==> src/rtl/fmc_adc_delay_ctrl_if.sv <==
// Command/response handshake between the host-side sequencer user and
// fmc_adc_delay_ctrl. The master issues tap commands; the slave returns one status word per command.
interface fmc_adc_delay_ctrl_if;
  logic        req_valid;
  logic        req_ready;
  logic [1:0]  req_op;
  logic [1:0]  req_adc;
  logic [4:0]  req_tap;
  logic [16:0] req_select;
  logic        resp_valid;
  logic [1:0]  resp_err;
  logic        resp_sat;
  logic [4:0]  resp_tap;

  modport master (
    output req_valid, req_op, req_adc, req_tap, req_select,
    input  req_ready, resp_valid, resp_err, resp_sat, resp_tap
  );

  modport slave (
    input  req_valid, req_op, req_adc, req_tap, req_select,
    output req_ready, resp_valid, resp_err, resp_sat, resp_tap
  );
endinterface

==> src/rtl/fmc_adc_delay_ctrl.sv <==
// IDELAY tap sequencer (sys_clk domain). Takes one SET/INC/DEC command at a
// time, drives delay_reg/select/load of the target ADC, waits for delay_rdy,
// reads the tap back and returns one status word.
// Optional build macro: FMC_ADC_DELAY_CTRL_READBACK_CHECK_EN flags a readback
// that differs from the loaded target with err=2.
module fmc_adc_delay_ctrl #(
  parameter int NUM_ADC        = 4,
  parameter int SETTLE_CYCLES  = 8,
  parameter int TIMEOUT_CYCLES = 1024
) (
  input  logic                    sys_clk,
  input  logic                    rst_n,
  fmc_adc_delay_ctrl_if.slave     bus,
  output logic [NUM_ADC-1:0][4:0]  dly_reg_o,
  output logic [NUM_ADC-1:0][16:0] dly_select_o,
  output logic [NUM_ADC-1:0]       dly_load_o,
  input  logic [NUM_ADC-1:0][4:0]  dly_reg_read_i,
  input  logic [NUM_ADC-1:0]       dly_rdy_i
);

  localparam logic [1:0] OP_SET = 2'd0;
  localparam logic [1:0] OP_INC = 2'd1;
  localparam logic [1:0] OP_DEC = 2'd2;
  localparam logic [1:0] OP_RSV = 2'd3;

  localparam logic [1:0] E_OK      = 2'd0;
  localparam logic [1:0] E_TIMEOUT = 2'd1;
  localparam logic [1:0] E_RBACK   = 2'd2;
  localparam logic [1:0] E_BADREQ  = 2'd3;

  // One counter serves both the settle delay and the rdy timeout.
  localparam int CMAX = (TIMEOUT_CYCLES > SETTLE_CYCLES) ? TIMEOUT_CYCLES : SETTLE_CYCLES;
  localparam int CW   = $clog2(CMAX + 1);

  typedef enum logic [2:0] {
    S_IDLE, S_CHK_RDY, S_LOAD, S_SETTLE, S_WAIT_DONE, S_CHECK, S_RESP
  } state_t;

  state_t        state_q, state_n;
  logic [1:0]    op_q, adc_q, err_q;
  logic [4:0]    tap_q, tgt_q, rb_q;
  logic [16:0]   sel_q;
  logic          sat_q;
  logic [CW-1:0] cnt_q;

  logic       accept, bad_req, rdy, tmo, settled, sat_n;
  logic [4:0] cur, tgt_n;

  assign accept  = bus.req_valid & bus.req_ready;
  assign bad_req = (bus.req_op == OP_RSV) || ({1'b0, bus.req_adc} >= 3'(NUM_ADC));
  assign rdy     = dly_rdy_i[adc_q];
  assign cur     = dly_reg_read_i[adc_q];
  assign tmo     = (cnt_q == CW'(TIMEOUT_CYCLES - 1));
  assign settled = (cnt_q == CW'(SETTLE_CYCLES - 1));

  // Target tap from the current readback; INC/DEC clamp at the tap range ends.
  always_comb begin
    tgt_n = tap_q;
    sat_n = 1'b0;
    case (op_q)
      OP_INC: begin
        if (cur == 5'd31) sat_n = 1'b1;
        else              tgt_n = cur + 5'd1;
        if (cur == 5'd31) tgt_n = 5'd31;
      end
      OP_DEC: begin
        if (cur == 5'd0) sat_n = 1'b1;
        else             tgt_n = cur - 5'd1;
        if (cur == 5'd0) tgt_n = 5'd0;
      end
      default: tgt_n = tap_q;
    endcase
  end

  // Next-state logic; rdy wins over a coincident timeout.
  always_comb begin
    state_n = state_q;
    case (state_q)
      S_IDLE:      if (accept) state_n = bad_req ? S_RESP : S_CHK_RDY;
      S_CHK_RDY:   if (rdy) state_n = S_LOAD; else if (tmo) state_n = S_RESP;
      S_LOAD:      state_n = S_SETTLE;
      S_SETTLE:    if (settled) state_n = S_WAIT_DONE;
      S_WAIT_DONE: if (rdy) state_n = S_CHECK; else if (tmo) state_n = S_RESP;
      S_CHECK:     state_n = S_RESP;
      S_RESP:      state_n = S_IDLE;
      default:     state_n = S_IDLE;
    endcase
  end

  // State register plus command datapath and registered outputs.
  always_ff @(posedge sys_clk or negedge rst_n) begin
    if (!rst_n) begin
      state_q        <= S_IDLE;
      op_q           <= OP_SET;
      adc_q          <= '0;
      tap_q          <= '0;
      sel_q          <= '0;
      tgt_q          <= '0;
      sat_q          <= 1'b0;
      err_q          <= E_OK;
      rb_q           <= '0;
      cnt_q          <= '0;
      bus.req_ready  <= 1'b0;
      bus.resp_valid <= 1'b0;
      bus.resp_err   <= '0;
      bus.resp_sat   <= 1'b0;
      bus.resp_tap   <= '0;
      dly_reg_o      <= '0;
      dly_select_o   <= '0;
      dly_load_o     <= '0;
    end else begin
      state_q        <= state_n;
      // Ready only after a full idle cycle, so never alongside resp_valid.
      bus.req_ready  <= (state_q == S_IDLE) && (state_n == S_IDLE);
      bus.resp_valid <= 1'b0;
      dly_load_o     <= '0;
      case (state_q)
        S_IDLE: if (accept) begin
          op_q  <= bus.req_op;
          adc_q <= bus.req_adc;
          tap_q <= bus.req_tap;
          sel_q <= bus.req_select;
          sat_q <= 1'b0;
          rb_q  <= '0;
          err_q <= bad_req ? E_BADREQ : E_OK;
          cnt_q <= '0;
        end
        S_CHK_RDY: begin
          if (rdy) begin
            tgt_q <= tgt_n;
            sat_q <= sat_n;
          end else if (tmo) begin
            err_q <= E_TIMEOUT;
          end else begin
            cnt_q <= cnt_q + 1'b1;
          end
        end
        S_LOAD: begin
          dly_reg_o[adc_q]    <= tgt_q;
          dly_select_o[adc_q] <= sel_q;
          dly_load_o[adc_q]   <= 1'b1;
          cnt_q               <= '0;
        end
        S_SETTLE: cnt_q <= settled ? '0 : cnt_q + 1'b1;
        S_WAIT_DONE: begin
          if (!rdy) begin
            if (tmo) begin
              err_q        <= E_TIMEOUT;
              dly_reg_o    <= '0;
              dly_select_o <= '0;
            end else begin
              cnt_q <= cnt_q + 1'b1;
            end
          end
        end
        S_CHECK: begin
          rb_q         <= cur;
          dly_reg_o    <= '0;
          dly_select_o <= '0;
`ifdef FMC_ADC_DELAY_CTRL_READBACK_CHECK_EN
          if (cur != tgt_q) err_q <= E_RBACK;
`endif
        end
        S_RESP: begin
          bus.resp_valid <= 1'b1;
          bus.resp_err   <= err_q;
          bus.resp_sat   <= sat_q;
          bus.resp_tap   <= rb_q;
        end
        default: ;
      endcase
    end
  end

endmodule
==> src/flat_wrapper.sv <==
// flat-port wrapper written by rule: the top's interface ports become plain ports
module fmc_adc_delay_ctrl_flat 
#(
  parameter int NUM_ADC        = 4,
  parameter int SETTLE_CYCLES  = 8,
  parameter int TIMEOUT_CYCLES = 1024
)
  (sys_clk, rst_n, dly_reg_o, dly_select_o, dly_load_o, dly_reg_read_i, dly_rdy_i, bus_req_valid, bus_req_op, bus_req_adc, bus_req_tap, bus_req_select, bus_req_ready, bus_resp_valid, bus_resp_err, bus_resp_sat, bus_resp_tap);
  fmc_adc_delay_ctrl_if bus_i ();
  input  logic sys_clk;
  input  logic rst_n;
  output logic [NUM_ADC-1:0][4:0] dly_reg_o;
  output logic [NUM_ADC-1:0][16:0] dly_select_o;
  output logic [NUM_ADC-1:0] dly_load_o;
  input  logic [NUM_ADC-1:0][4:0] dly_reg_read_i;
  input  logic [NUM_ADC-1:0] dly_rdy_i;
  input wire logic [$bits(bus_i.req_valid)-1:0] bus_req_valid;
  input wire logic [$bits(bus_i.req_op)-1:0] bus_req_op;
  input wire logic [$bits(bus_i.req_adc)-1:0] bus_req_adc;
  input wire logic [$bits(bus_i.req_tap)-1:0] bus_req_tap;
  input wire logic [$bits(bus_i.req_select)-1:0] bus_req_select;
  output wire logic [$bits(bus_i.req_ready)-1:0] bus_req_ready;
  output wire logic [$bits(bus_i.resp_valid)-1:0] bus_resp_valid;
  output wire logic [$bits(bus_i.resp_err)-1:0] bus_resp_err;
  output wire logic [$bits(bus_i.resp_sat)-1:0] bus_resp_sat;
  output wire logic [$bits(bus_i.resp_tap)-1:0] bus_resp_tap;
  assign bus_i.req_valid = bus_req_valid;
  assign bus_i.req_op = bus_req_op;
  assign bus_i.req_adc = bus_req_adc;
  assign bus_i.req_tap = bus_req_tap;
  assign bus_i.req_select = bus_req_select;
  assign bus_req_ready = bus_i.req_ready;
  assign bus_resp_valid = bus_i.resp_valid;
  assign bus_resp_err = bus_i.resp_err;
  assign bus_resp_sat = bus_i.resp_sat;
  assign bus_resp_tap = bus_i.resp_tap;
  fmc_adc_delay_ctrl #(.NUM_ADC(NUM_ADC), .SETTLE_CYCLES(SETTLE_CYCLES), .TIMEOUT_CYCLES(TIMEOUT_CYCLES)) u_core (.sys_clk(sys_clk), .rst_n(rst_n), .bus(bus_i), .dly_reg_o(dly_reg_o), .dly_select_o(dly_select_o), .dly_load_o(dly_load_o), .dly_reg_read_i(dly_reg_read_i), .dly_rdy_i(dly_rdy_i));
endmodule
==> config.mk <==
export PLATFORM = sky130hd
export DESIGN_NAME = fmc_adc_delay_ctrl_flat
export DESIGN_NICKNAME = d
export VERILOG_FILES = /design/src/rtl/fmc_adc_delay_ctrl_if.sv /design/src/rtl/fmc_adc_delay_ctrl.sv /design/src/flat_wrapper.sv
export SDC_FILE = /design/constraint.sdc
export NUM_CORES = 1
export LEC_CHECK = 0
export ABC_AREA = 1
export CORE_AREA = 4 4 122 124
export DETAILED_ROUTE_END_ITERATION = 7
export DIE_AREA = 0 0 126 128
export GPL_TIMING_DRIVEN = 0
export PLACE_DENSITY = 0.8
export SLEW_MARGIN = 10
export SYNTH_ARGS = -nofsm -noshare
export SYNTH_HDL_FRONTEND = slang
export SYNTH_SLANG_ARGS = --single-unit
==> constraint.sdc <==
create_clock -name sys_clk -period 2.05 [get_ports sys_clk]
set_input_delay 0.205 -clock sys_clk [delete_from_list [all_inputs] [get_ports sys_clk]]
set_output_delay 0.205 -clock sys_clk [all_outputs]
set_load 0.1 [all_outputs]
==> results_dict.tcl <==
set metrics [dict create \
    h-tree-depth 4 \
    route.detailed.drc 0 \
    coreArea_sq_mm 0.0138 \
    port_buffers 154 \
    cp.required_ps 2370 \
    initial_core_util_pct 49.6 \
    place.gp.congestion 0.930 \
    cts_made_buffers 17 \
    cts_tree "built" \
    clk_path_buf_depth 2 \
    die_h_um 128 \
    startpoint_type "register" \
    crit_fanout 6 \
    syn2layout_area_growth_pct 37.3 \
    diodes 0 \
    post-route-min-period_ps 2010 \
    seq_area_frac_synth_pct 56.8 \
    wl_met1_mm 8.51 \
    finalNonFillerCells 1135 \
    nFillCells 1085 \
    fp.dieW_um 126 \
    dr.pass1.iters 5 \
    dieArea_sq_mm 0.0161 \
    met2_length_mm 9.71 \
    crit_path_end_kind "register" \
    fin_skew_ps 5.48 \
    syn_inst 756 \
    grt_overflow_total 0 \
    first_iter_violations 657 \
    worstSkewPairLatency_ps 420 \
    cap_violations 0 \
    drv_slew 0 \
    top_layer "met4" \
    nets 1000 \
    vias 6269 \
    grt_pass1_wl_mm 31.2 \
    worstMarginPinSlew_ps 1040 \
    finalHoldViolCount 0 \
    grt_max_degree 98 \
    syn_area_sq_mm 0.00683 \
    fmax_mhz 497 \
    drt-total-wl_mm 20.0 \
    wire_per_inst_um 17.6 \
    seq_area_sq_mm 0.00388 \
    setup_violations 0 \
    multi_input_area_sq_mm 0.00267 \
    timing.final.crit_share_pct 98.2 \
    layout_commonest_cell "nand2_1" \
    final_cell_mix "nand2_1, dfrtp_1, dlygate4sd2_1, o31ai_1, inv_1" \
    cts-root-buf "clkbuf_16" \
    dpl.hpwl_mm 14.0 \
    avgSynthCellArea_sq_um 9.03 \
    path_clk_slew_ps 60 \
    rr_worst_depth 11 \
    status "finished clean" \
    yosys.cell_types.count 32 \
    drive_gt1_share_pct 12.1 \
    criticalPathCategory "register to register" \
    vias_per_cell 5.52 \
    ant_nets 0 \
    antenna_found_initial 0 \
    ys_ff_latch 155 \
    slew_headroom_pct 30.8 \
    grt_usage_pct 24.3 \
    core.rowCount 43 \
    crit_arrival_ps 2330 \
    io_pins 155 \
    place_inst 1091 \
    cts_sinks 155 \
    grt_pass1_vias 5955 \
    synth_warnings 0 \
    syn-num-nets 814 \
    hold_class "input port to asynchronous set/reset pin" \
    wl_met3_mm 1.33 \
]
## synth_stat cells (all sizes together)
cell type	n	area, sq um
inv	69	259
nor2	35	139
nand2	240	918
o211ai	5	37.5
xnor2	3	26.3
buf	19	100
nor3	5	30.0
a21oi	10	50.1
a31o	2	17.5
o31ai	88	661
dfrtp	155	3880
xor2	3	26.3
o21ai	49	257
and3	1	6.26
o22ai	5	31.3
nor4	1	6.26
nand4	9	71.3
nand3	33	170
a22oi	1	7.51
ha	5	62.6
nand3b	1	7.51
clkbuf	16	60.1
o21bai	1	7.51
## stage by stage
| stage | TNS, ps | hold WS (ps) | util, % | setup slack [ps] | instance area, sq um |
|---|---|---|---|---|---|
| after floorplan | 0 | -90.6 | - | 165 | 6830 |
| after global placement | -830470 | 458 | 62.4 | -5330 | 8600 |
| after detailed placement | -7540 | 164 | 62.7 | -201 | 8630 |
| after CTS | -15.8 | 307 | 66.8 | -7.86 | 9200 |
| after global routing | -242 | 332 | 68.1 | -65.3 | 9380 |
| final | 0 | 285 | 68.1 | 36.2 | 9380 |
## sequential cells by signal, indices dropped and copies added (netlist names), 2 cells and up
register	flops
u_core.tap_q	5
u_core.adc_q	2
u_core.state_q	3
u_core.bus.resp_tap	5
u_core.rb_q	5
u_core.tgt_q	5
u_core.dly_reg_o	20
u_core.sel_q	17
u_core.op_q	2
u_core.err_q	2
u_core.cnt_q	11
u_core.bus.resp_err	2
u_core.dly_select_o	68
u_core.dly_load_o	4
## per-layer routing
layer / track usage [%] / vias to the layer above
li1: - / 2919
met1: 32.8 / 3045
met2: 39.9 / 266
met3: 4.29 / 39
met4: 8.83 / 0
met5: 0 / -
## worst max-delay path: stages (launching register included)
cell and delay [ps]:
dfrtp_2 470, buf_2 190, nand3_1 80, nand2_1 80
nor2_2 280, nand3_1 190, nor2_2 190, nor2_1 110
nand2_1 100, nand3_2 100, nand2_2 70, nand2_1 40
## repair_timing
action	4_1_cts	5_1_grt
hold buffers	1	0
hold endpoints to repair	58	0
cloned	0	1
resized for setup	125	36
pin swaps	3	7
setup endpoints to repair	202	122
buffers inserted	3	7
## layout make-up
cell class,count,share of cell area [%]
multi-input combinational,497,28.4
buffer,35,2.07
timing repair buffer,167,16.5
clock buffer,18,4.68
clock inverter,14,1.69
tap,180,2.40
sequential,155,41.4
inverter,69,2.79
## final timing paths
kind	startpoint	endpoint	slack, ps
max	u_core.adc_q[0]$_DFFE_PN0P_	u_core.tgt_q[3]$_DFFE_PN0P_	40
min	rst_n	u_core.dly_select_o[22]$_DFFE_PN0P_	280
max reg2reg	u_core.adc_q[0]$_DFFE_PN0P_	u_core.tgt_q[3]$_DFFE_PN0P_	40
min reg2reg	u_core.dly_select_o[40]$_DFFE_PN0P_	u_core.dly_select_o[40]$_DFFE_PN0P_	480
max in group asynchronous	rst_n	u_core.cnt_q[1]$_DFFE_PN0P_	920
min in group sys_clk	bus_req_select[8]	u_core.sel_q[8]$_DFFE_PN0P_	340
## cell families (layout without fill, tap and decap cells)
logic type	Yosys count	in the layout	synth area share, %
simple gates	325	325	19.7
compound gates	161	161	15.6
flops	155	155	56.8
buf+inv	104	303	6.14
xor+xnor	6	6	0.770
fa+ha+maj	5	5	0.916
Power is not shown: default switching activity piles up to over one toggle a cycle in this logic, so the estimate is an artifact.
